--- config.mk ---
export PLATFORM = sky130hd
export DESIGN_NAME = data_mem_arbiter_flat
export DESIGN_NICKNAME = d
export VERILOG_FILES = /design/src/rtl/data_mem_arb_pkg.sv /design/src/rtl/data_mem_arbiter_if.sv /design/src/rtl/arb_rr2.sv /design/src/rtl/data_mem_arbiter.sv /design/src/flat_wrapper.sv
export SDC_FILE = /design/constraint.sdc
export NUM_CORES = 1
export LEC_CHECK = 0
export CAP_MARGIN = 15
export CORE_MARGIN = 8
export CORE_UTILIZATION = 31
export DETAILED_ROUTE_END_ITERATION = 12
export GPL_TIMING_DRIVEN = 0
export PLACE_DENSITY = 0.83
export SLEW_MARGIN = 25
export SYNTH_ARGS = -nofsm -noshare
export SYNTH_HDL_FRONTEND = slang
export SYNTH_SLANG_ARGS = --single-unit
--- constraint.sdc ---
create_clock -name clock -period 2 [get_ports clock]
set_clock_uncertainty 0.05 [all_clocks]
set_input_delay 0.2 -clock clock [delete_from_list [all_inputs] [get_ports clock]]
set_output_delay 0.2 -clock clock [all_outputs]
set_load 0.05 [all_outputs]
--- src/rtl/data_mem_arb_pkg.sv ---
// Shared types and constants for the data-memory arbiter between the core
// and the debug/DMA loader.
package data_mem_arb_pkg;

    typedef enum logic [1:0] {
        FREE   = 2'd0,
        LOCK_C = 2'd1,
        LOCK_D = 2'd2
    } arb_state_e;

    localparam int REQ_C = 0;
    localparam int REQ_D = 1;

endpackage

--- src/rtl/data_mem_arbiter_if.sv ---
// Bundles both requester ports and the memory port of the data-memory arbiter.
// The slave side is the arbiter; the master side drives the requests and the memory.
interface data_mem_arbiter_if #(
    parameter int ADDR_W = 32,
    parameter int DATA_W = 32
) ();

    logic              c_req;
    logic              c_we;
    logic              c_lock;
    logic [ADDR_W-1:0] c_addr;
    logic [DATA_W-1:0] c_wdata;
    logic              c_gnt;
    logic              c_rvalid;
    logic [DATA_W-1:0] c_rdata;

    logic              d_req;
    logic              d_we;
    logic              d_lock;
    logic [ADDR_W-1:0] d_addr;
    logic [DATA_W-1:0] d_wdata;
    logic              d_gnt;
    logic              d_rvalid;
    logic [DATA_W-1:0] d_rdata;

    logic [ADDR_W-1:0] data_address;
    logic [DATA_W-1:0] WriteData;
    logic              MemRead;
    logic              MemWrite;
    logic [DATA_W-1:0] ReadData;

    modport slave (
        input  c_req, c_we, c_lock, c_addr, c_wdata,
        output c_gnt, c_rvalid, c_rdata,
        input  d_req, d_we, d_lock, d_addr, d_wdata,
        output d_gnt, d_rvalid, d_rdata,
        output data_address, WriteData, MemRead, MemWrite,
        input  ReadData
    );

    modport master (
        output c_req, c_we, c_lock, c_addr, c_wdata,
        input  c_gnt, c_rvalid, c_rdata,
        output d_req, d_we, d_lock, d_addr, d_wdata,
        input  d_gnt, d_rvalid, d_rdata,
        input  data_address, WriteData, MemRead, MemWrite,
        output ReadData
    );

endinterface

--- src/rtl/arb_rr2.sv ---
// Two-way round-robin picker: a non-zero force mask overrides the pointer,
// otherwise a contended cycle goes to the requester the pointer favours.
module arb_rr2 (
    input  logic [1:0] req,
    input  logic       ptr,
    input  logic [1:0] force_mask,
    output logic [1:0] gnt
);

    // One-hot grant selection
    always_comb begin
        gnt = 2'b00;
        if (force_mask != 2'b00) begin
            gnt = force_mask & req;
        end else if (req == 2'b11) begin
            gnt = ptr ? 2'b10 : 2'b01;
        end else begin
            gnt = req;
        end
    end

endmodule

--- src/rtl/data_mem_arbiter.sv ---
// Shares the single-port data memory between the core (C) and the debug/DMA
// loader (D): round-robin grants, bounded lock bursts, one-cycle read data.
module data_mem_arbiter
    import data_mem_arb_pkg::*;
#(
    parameter int ADDR_W   = 32,
    parameter int DATA_W   = 32,
    parameter int MAX_LOCK = 8
) (
    input  logic               clock,
    input  logic               reset,
    data_mem_arbiter_if.slave  bus
);

    localparam int                CNT_W   = $clog2(MAX_LOCK + 1);
    localparam logic [CNT_W-1:0]  MAX_CNT = CNT_W'(MAX_LOCK);

    arb_state_e        state_q, state_d;
    logic [CNT_W-1:0]  lock_cnt_q, lock_cnt_d;
    logic              ptr_q, ptr_d;
    logic              c_rvalid_q, c_rvalid_d;
    logic              d_rvalid_q, d_rvalid_d;
    logic [DATA_W-1:0] c_rdata_q, c_rdata_d;
    logic [DATA_W-1:0] d_rdata_q, d_rdata_d;

    logic [1:0]        req_s;
    logic [1:0]        force_mask_s;
    logic [1:0]        rr_gnt_s;
    logic [1:0]        gnt_s;
    logic              owner_hold_s;
    logic              any_gnt_s;
    logic              sel_d_s;
    logic              sel_we_s;
    logic              sel_lock_s;
    logic [CNT_W-1:0]  cnt_inc_s;
    logic [ADDR_W-1:0] mem_addr_s;
    logic [DATA_W-1:0] mem_wdata_s;

    assign req_s = {bus.d_req, bus.c_req};

    // A lock owner that is still requesting is forced through; one that
    // dropped its request falls back to plain round-robin for this cycle.
    always_comb begin
        owner_hold_s = 1'b0;
        force_mask_s = 2'b00;
        case (state_q)
            LOCK_C: begin
                owner_hold_s = bus.c_req;
                force_mask_s = bus.c_req ? 2'b01 : 2'b00;
            end
            LOCK_D: begin
                owner_hold_s = bus.d_req;
                force_mask_s = bus.d_req ? 2'b10 : 2'b00;
            end
            default: begin
                owner_hold_s = 1'b0;
                force_mask_s = 2'b00;
            end
        endcase
    end

    arb_rr2 u_rr (
        .req        (req_s),
        .ptr        (ptr_q),
        .force_mask (force_mask_s),
        .gnt        (rr_gnt_s)
    );

    assign gnt_s      = reset ? 2'b00 : rr_gnt_s;
    assign any_gnt_s  = |gnt_s;
    assign sel_d_s    = gnt_s[REQ_D];
    assign sel_we_s   = sel_d_s ? bus.d_we   : bus.c_we;
    assign sel_lock_s = sel_d_s ? bus.d_lock : bus.c_lock;
    assign cnt_inc_s  = (lock_cnt_q >= MAX_CNT) ? MAX_CNT : lock_cnt_q + CNT_W'(1);

    // State, lock counter, pointer and read-data registers
    always_ff @(posedge clock) begin
        if (reset) begin
            state_q    <= FREE;
            lock_cnt_q <= '0;
            ptr_q      <= 1'b0;
            c_rvalid_q <= 1'b0;
            d_rvalid_q <= 1'b0;
            c_rdata_q  <= '0;
            d_rdata_q  <= '0;
        end else begin
            state_q    <= state_d;
            lock_cnt_q <= lock_cnt_d;
            ptr_q      <= ptr_d;
            c_rvalid_q <= c_rvalid_d;
            d_rvalid_q <= d_rvalid_d;
            c_rdata_q  <= c_rdata_d;
            d_rdata_q  <= d_rdata_d;
        end
    end

    // Next state: any grant points the round-robin at the other requester
    always_comb begin
        state_d    = state_q;
        lock_cnt_d = lock_cnt_q;
        ptr_d      = ptr_q;
        if (any_gnt_s) begin
            ptr_d = ~sel_d_s;
            if (owner_hold_s) begin
                if (!sel_lock_s || (cnt_inc_s == MAX_CNT)) begin
                    state_d    = FREE;
                    lock_cnt_d = '0;
                end else begin
                    lock_cnt_d = cnt_inc_s;
                end
            end else if (sel_lock_s && (MAX_LOCK > 1)) begin
                state_d    = sel_d_s ? LOCK_D : LOCK_C;
                lock_cnt_d = CNT_W'(1);
            end else begin
                state_d    = FREE;
                lock_cnt_d = '0;
            end
        end else begin
            state_d    = FREE;
            lock_cnt_d = '0;
        end
    end

    // Outputs: memory strobe mux, combinational grants, read-data capture
    always_comb begin
        mem_addr_s  = '0;
        mem_wdata_s = '0;
        if (any_gnt_s) begin
            mem_addr_s  = sel_d_s ? bus.d_addr  : bus.c_addr;
            mem_wdata_s = sel_d_s ? bus.d_wdata : bus.c_wdata;
        end else begin
            mem_addr_s  = '0;
            mem_wdata_s = '0;
        end

        bus.c_gnt        = gnt_s[REQ_C];
        bus.d_gnt        = gnt_s[REQ_D];
        bus.data_address = mem_addr_s;
        bus.WriteData    = mem_wdata_s;
        bus.MemWrite     = any_gnt_s & sel_we_s;
        bus.MemRead      = any_gnt_s & ~sel_we_s;

        c_rvalid_d = gnt_s[REQ_C] & ~bus.c_we;
        d_rvalid_d = gnt_s[REQ_D] & ~bus.d_we;
        c_rdata_d  = c_rvalid_d ? bus.ReadData : c_rdata_q;
        d_rdata_d  = d_rvalid_d ? bus.ReadData : d_rdata_q;

        bus.c_rvalid = c_rvalid_q;
        bus.d_rvalid = d_rvalid_q;
        bus.c_rdata  = c_rdata_q;
        bus.d_rdata  = d_rdata_q;
    end

endmodule

--- src/flat_wrapper.sv ---
// flat-port wrapper written by rule: the top's interface ports become plain ports
module data_mem_arbiter_flat import data_mem_arb_pkg::*;
#(
    parameter int ADDR_W   = 32,
    parameter int DATA_W   = 32,
    parameter int MAX_LOCK = 8
)
  (clock, reset, bus_c_req, bus_c_we, bus_c_lock, bus_c_addr, bus_c_wdata, bus_c_gnt, bus_c_rvalid, bus_c_rdata, bus_d_req, bus_d_we, bus_d_lock, bus_d_addr, bus_d_wdata, bus_d_gnt, bus_d_rvalid, bus_d_rdata, bus_data_address, bus_WriteData, bus_MemRead, bus_MemWrite, bus_ReadData);
  data_mem_arbiter_if #(.ADDR_W(ADDR_W), .DATA_W(DATA_W)) bus_i ();
  input  logic clock;
  input  logic reset;
  input wire logic [$bits(bus_i.c_req)-1:0] bus_c_req;
  input wire logic [$bits(bus_i.c_we)-1:0] bus_c_we;
  input wire logic [$bits(bus_i.c_lock)-1:0] bus_c_lock;
  input wire logic [$bits(bus_i.c_addr)-1:0] bus_c_addr;
  input wire logic [$bits(bus_i.c_wdata)-1:0] bus_c_wdata;
  output wire logic [$bits(bus_i.c_gnt)-1:0] bus_c_gnt;
  output wire logic [$bits(bus_i.c_rvalid)-1:0] bus_c_rvalid;
  output wire logic [$bits(bus_i.c_rdata)-1:0] bus_c_rdata;
  input wire logic [$bits(bus_i.d_req)-1:0] bus_d_req;
  input wire logic [$bits(bus_i.d_we)-1:0] bus_d_we;
  input wire logic [$bits(bus_i.d_lock)-1:0] bus_d_lock;
  input wire logic [$bits(bus_i.d_addr)-1:0] bus_d_addr;
  input wire logic [$bits(bus_i.d_wdata)-1:0] bus_d_wdata;
  output wire logic [$bits(bus_i.d_gnt)-1:0] bus_d_gnt;
  output wire logic [$bits(bus_i.d_rvalid)-1:0] bus_d_rvalid;
  output wire logic [$bits(bus_i.d_rdata)-1:0] bus_d_rdata;
  output wire logic [$bits(bus_i.data_address)-1:0] bus_data_address;
  output wire logic [$bits(bus_i.WriteData)-1:0] bus_WriteData;
  output wire logic [$bits(bus_i.MemRead)-1:0] bus_MemRead;
  output wire logic [$bits(bus_i.MemWrite)-1:0] bus_MemWrite;
  input wire logic [$bits(bus_i.ReadData)-1:0] bus_ReadData;
  assign bus_i.c_req = bus_c_req;
  assign bus_i.c_we = bus_c_we;
  assign bus_i.c_lock = bus_c_lock;
  assign bus_i.c_addr = bus_c_addr;
  assign bus_i.c_wdata = bus_c_wdata;
  assign bus_c_gnt = bus_i.c_gnt;
  assign bus_c_rvalid = bus_i.c_rvalid;
  assign bus_c_rdata = bus_i.c_rdata;
  assign bus_i.d_req = bus_d_req;
  assign bus_i.d_we = bus_d_we;
  assign bus_i.d_lock = bus_d_lock;
  assign bus_i.d_addr = bus_d_addr;
  assign bus_i.d_wdata = bus_d_wdata;
  assign bus_d_gnt = bus_i.d_gnt;
  assign bus_d_rvalid = bus_i.d_rvalid;
  assign bus_d_rdata = bus_i.d_rdata;
  assign bus_data_address = bus_i.data_address;
  assign bus_WriteData = bus_i.WriteData;
  assign bus_MemRead = bus_i.MemRead;
  assign bus_MemWrite = bus_i.MemWrite;
  assign bus_i.ReadData = bus_ReadData;
  data_mem_arbiter #(.ADDR_W(ADDR_W), .DATA_W(DATA_W), .MAX_LOCK(MAX_LOCK)) u_core (.clock(clock), .reset(reset), .bus(bus_i));
endmodule
; ---- Word level (Yosys, flattened, before mapping)
; Cells that the tools add are included.
[totals]
regBits = 73
elab_cells = 51
[classes]
addsub = 1
bitwise = 10
eq_ne = 5
reduce_logical = 5
mux = 22
order_cmp = 1
[op_table]
columns = op, n
row1 = $mux 32, 4
row2 = $mux 2, 9
row3 = $mux 4, 3
row4 = $not 1->1, 5
row5 = $add 4x1->4 const B, 1
row6 = $and 1x1->1, 4
row7 = $eq 2x2->1 const B, 2
row8 = $eq 4x4->1 const B, 1
row9 = $ge 4x4->1 const B, 1
row10 = $mux 1, 4
row11 = $pmux 2 s2, 1
row12 = $reduce_or 2->1, 2
row13 = $and 2x2->2, 1
row14 = $eq 2x1->1 const B, 1
row15 = $ne 2x2->1 const B, 1
row16 = $pmux 1 s2, 1
row17 = $reduce_bool 2->1, 1
row18 = $logic_not 1->1, 1
row19 = $logic_or 1x1->1, 1

; ---- Logic depth before layout (Yosys ltp)
[logic_depth]
word_depth = 10
mapped_depth = 9
ltp_nobuf = 7

; ---- By module
; From an unflattened synthesis, not the netlist that was laid out.
[hier_totals]
hier_cells = 419
hier_area_um2 = 3583.4
[by_module_without_submodules]
columns = module, area_each_um2, instances, cells_each, seq_area_each_um2
row1 = data_mem_arbiter, 3550.9, 1, 414, 1461.4
row2 = arb_rr2, 32.5, 1, 5, 0.0

; ---- Least setup slack after synthesis
; No wires, ideal clock.
[synth_timing]
path_type = reg2out
from = register u_core.state_q[0]
to = output bus_MemWrite
n_path_buf = 2
path_slack_ps = -943
arrival_ps = 2693
required_ps = 1750
path_stages_with_launch = 9
cell_sequence = dfxtp_1 inv_1 ha_1 nor2b_1 o221a_1 buf_6 buf_2 o21ai_0 nor3b_1
[synth_via]
elab_chain_len = 7
[synth_lines]
columns = item, line_no
row1 = start: declaration, data_mem_arbiter.sv:18  ; arb_state_e state_q, state_d;
row2 = start signal: assignment, data_mem_arbiter.sv:87  ; state_q <= state_d;
row3 = $eq 2x2->1 or $eq 2x1->1 (tied branches), data_mem_arbiter.sv:46  ; case (state_q)
row4 = $pmux 2 s2 *, data_mem_arbiter.sv:46
row5 = $and 2x2->2 or $reduce_bool 2->1 (tied branches), "arb_rr2.sv:14, arb_rr2.sv:13"
row6 = $mux 2 *, arb_rr2.sv:13  ; if (force_mask != 2'b00) begin
row7 = $mux 2 *, data_mem_arbiter.sv:69  ; assign gnt_s = reset ? 2'b00 : rr_gnt_s;
row8 = $reduce_or 2->1 or $mux 1 (tied branches), "data_mem_arbiter.sv:70, data_mem_arbiter.sv:72"
row9 = $and 1x1->1 *, data_mem_arbiter.sv:140  ; bus.MemWrite = any_gnt_s & sel_we_s;
row10 = end: declaration, flat_wrapper.sv:31  ; output wire logic [$bits(bus_i.MemWrite)-1:0] bus_MemWrite;
; Mark *: on every way between the ends. The rest lies on a longest branch, timed or not.

; ---- Worst setup path after layout
[layout_timing]
from = register u_core.state_q[0]
to = output bus_data_address[27]
[layout_via]
elab_chain_len = 7
[layout_lines]
columns = item, line_no
row1 = $eq 2x2->1 or $eq 2x1->1 (tied branches), data_mem_arbiter.sv:46
row2 = $pmux 2 s2 *, data_mem_arbiter.sv:46
row3 = $and 2x2->2 or $reduce_bool 2->1 (tied branches), "arb_rr2.sv:14, arb_rr2.sv:13"
row4 = $mux 2 *, arb_rr2.sv:13
row5 = $mux 2 *, data_mem_arbiter.sv:69
row6 = $mux 32 or $reduce_or 2->1 (tied branches), "data_mem_arbiter.sv:129, data_mem_arbiter.sv:70"
row7 = $mux 32 *, data_mem_arbiter.sv:128  ; if (any_gnt_s) begin
row8 = end: declaration, flat_wrapper.sv:28  ; output wire logic [$bits(bus_i.data_address)-1:0] bus_data_address;
; Marked as above.

==> metrics <==
Finish-stage setup viols 68; Syn Area/Cell 7.64 um2; placed cell count 1014; Worst setup SP type flop; Synth top area share 35.5%; Post-DP HPWL 16.4 mm; ant diodes 0; vias in the first global route 6025; crit end category primary output; Num CTS Buffers 9; post-DR vias/cell 5.24; area leader, netlist dfxtp_1; post-synthesis cell area 4110 um2; Yosys warning total 0; vias 5568; initial core utilization 31.4%; CP Data Required Time 1.75 ns; Remaining DRCs 0; final net count 1053; Final period util 125%; Die Y 131 um; hold slack 0.358 ns; gr ovfl total 0; main combinational cell family by area after synthesis compound AO/OA/AOI/OAI gates; filler instances 827; Simple-Gate Fraction of Synth Area 13.7%; Compound-Gate Fraction of Synth Area 30.8%; post-cts hold buffer count 0; Post-Syn Instances 538; die area 17200 um2; initial antenna violation count 0; Port Buffers 300; adder-cell share of the synthesized area 1.22%; RSZ-0062 raised after global routing true; synth top area cells dfxtp_1 36%, o21ai_0 8.3%, a21oi_1 8.0%; switching share of power 35.1%; final hold viol count 0; worst-margin pin slew 1.08 ns; Clock power frac 31.1%; commonest non-fill, non-tap cell in the layout clkdlybuf4s50_1; fmax 0.400 GHz; Die Wd 131 um; Pint 3850 uW; status complete, but fails checks; Comb power frac 42.2%; Seq pwr share 26.6%; PwrDens 609 nW/um2; drt wl/cell 21.9 um; post-route ant nets 0; final RePlAce weighted congestion 0.863; fin crit period 2.50 ns; critical path type reg2out; Leak 0.00353 uW; Sink Count 73; drt total wl 23.3 mm; H-tree levels 3; Seq cells post-synth 73; largest net degree at the start of global routing 13; Slew Limit Fails 0; Tot GR Track Use 25.2%; worst-path fanout max 5; share of layout cells above drive strength 1 37.5%; initial DRC count 340; Root Driver clkbuf_16; final non-filler cell total 1062; Seq/Total Area, Yosys 35.5%; worst-case clock buffer depth 2; Worst EP arrival 2.25 ns; most frequent cells in the layout 231 x clkdlybuf4s50_1, 71 x dfxtp_1, 65 x buf_6, 65 x a21oi_4, 54 x o21ai_2; first-pass GRT wire length 35.0 mm; CTS tree built; area of the multi-input gates 3430 um2; setup TNS -27.65 ns; Worst-path clk slew 0.05 ns; drt pass-1 iters 5; Core Region 13100 um2; area grow syn2layout 136%; Slew HR 28.2%; Synth Area in XOR/XNOR 0.213%; final worst-path setup slack -0.502 ns; Max Cap Viol 0; Max rail drop VDD 0.602 mV; Sw Pwr 2080 uW; Clock Latency Late Sink 0.33 ns; row cnt 42; I/O Pins 302; Yosys cell types 33; post-synthesis mux area share 7.79%; failing checks setup timing; Sequential cell area 1470 um2; HP Class in2reg; Post-Syn Nets 710
## Yosys cell counts
cell type	n
nor3_1	2
o32ai_1	2
and4_1	1
o311a_1	1
mux2i_1	32
and2_1	2
o221ai_1	1
inv_1	41
inv_2	1
buf_2	4
o21ai_1	4
a21o_1	1
or3_1	3
nand2_1	39
o21ai_2	29
buf_1	4
nor3b_1	1
buf_6	8
and3_1	1
clkbuf_1	42
a221oi_1	1
a21oi_2	1
o21ai_0	68
nand3_1	66
ha_1	4
nor2b_1	2
o32a_1	1
o211ai_1	32
dfxtp_1	73
xnor2_1	1
a21oi_1	66
o221a_1	1
nor2_1	3
## cell families (layout without fill, tap and decap cells)
logic type / after synthesis / in the layout
muxes: 32 / 32
xor gates and xnor gates: 1 / 1
buffers and inverters: 100 / 448
adders and majority gates: 4 / 4
DFF: 73 / 73
AOI/OAI and AO/OA: 208 / 208
and+or+nand+nor: 120 / 120
## final cells by class
class	count	share of cell area, %
tap	176	2.26
buffer	51	4.88
multi-input combinational	365	35.3
timing repair buffer	339	37.3
clock inverter	5	1.05
sequential	73	15.1
inverter	42	1.62
clock buffer	11	2.50
## layer usage
metal,part of all wire (%),wire length [um],vias to the layer above,global-route usage [%]
met5,0,0,-,0
met4,4.2,986,0,11.9
met3,6.2,1450,59,6.63
met2,51,11900,247,43.9
met1,38,8950,2665,28.0
li1,-,-,2597,-
## stage by stage
stage | total power (uW) | setup slack [ns] | util (%) | instance area (um2)
floorplan | 2820 | -0.206 | - | 4920
global placement | 3630 | -1.89 | 62.2 | 8140
detailed placement | 3650 | -1.90 | 62.2 | 8140
CTS | 5870 | -0.593 | 72.9 | 9540
global route | 6130 | -0.560 | 74.3 | 9730
finish | 5920 | -0.502 | 74.3 | 9730
## power groups by stage
| stage | registers, uW | clock network, uW | logic [uW] |
|---|---|---|---|
| global placement | 1600 | 0 | 2030 |
| detailed placement | 1610 | 0 | 2040 |
| global route | 1580 | 1950 | 2600 |
| floorplan | 1850 | 0 | 972 |
| CTS | 1580 | 1870 | 2420 |
| finish | 1580 | 1840 | 2500 |
## final timing paths
path         slack [ns]                  start  depth (start not counted)                      to
min                0.36               bus_d_we                          3  u_core.bus.d_rdata[30]
min reg2reg        0.40  u_core.bus.c_rdata[9]                          2   u_core.bus.c_rdata[9]
max               -0.50      u_core.state_q[0]                         11    bus_data_address[27]
max reg2reg           0      u_core.state_q[0]                          9   u_core.bus.d_rdata[5]
## critical path: stages (launching register included)
cell,delay [ns]
dfxtp_2,0.35
inv_2,0.05
ha_4,0.24
nor2b_4,0.15
o221a_1,0.23
buf_6,0.14
buf_6,0.12
buf_8,0.12
buf_6,0.10
o21ai_4,0.05
a21oi_4,0.18
buf_6,0.18
## registers in the layout, indices dropped and copies added, names as in the netlist
register             flops
u_core.state_q           2
u_core.ptr_q             1
u_core.bus.c_rvalid      1
u_core.bus.d_rdata      32
u_core.bus.c_rdata      32
u_core.lock_cnt_q        4
u_core.bus.d_rvalid      1
## timing repair
item	CTS	global route
gates cloned	5	2
endpoints found under the setup margin	128	131
resized for setup	709	47
pin swaps	17	20
buffers inserted	24	12
Note: power is estimated with default switching activity, not from simulation.
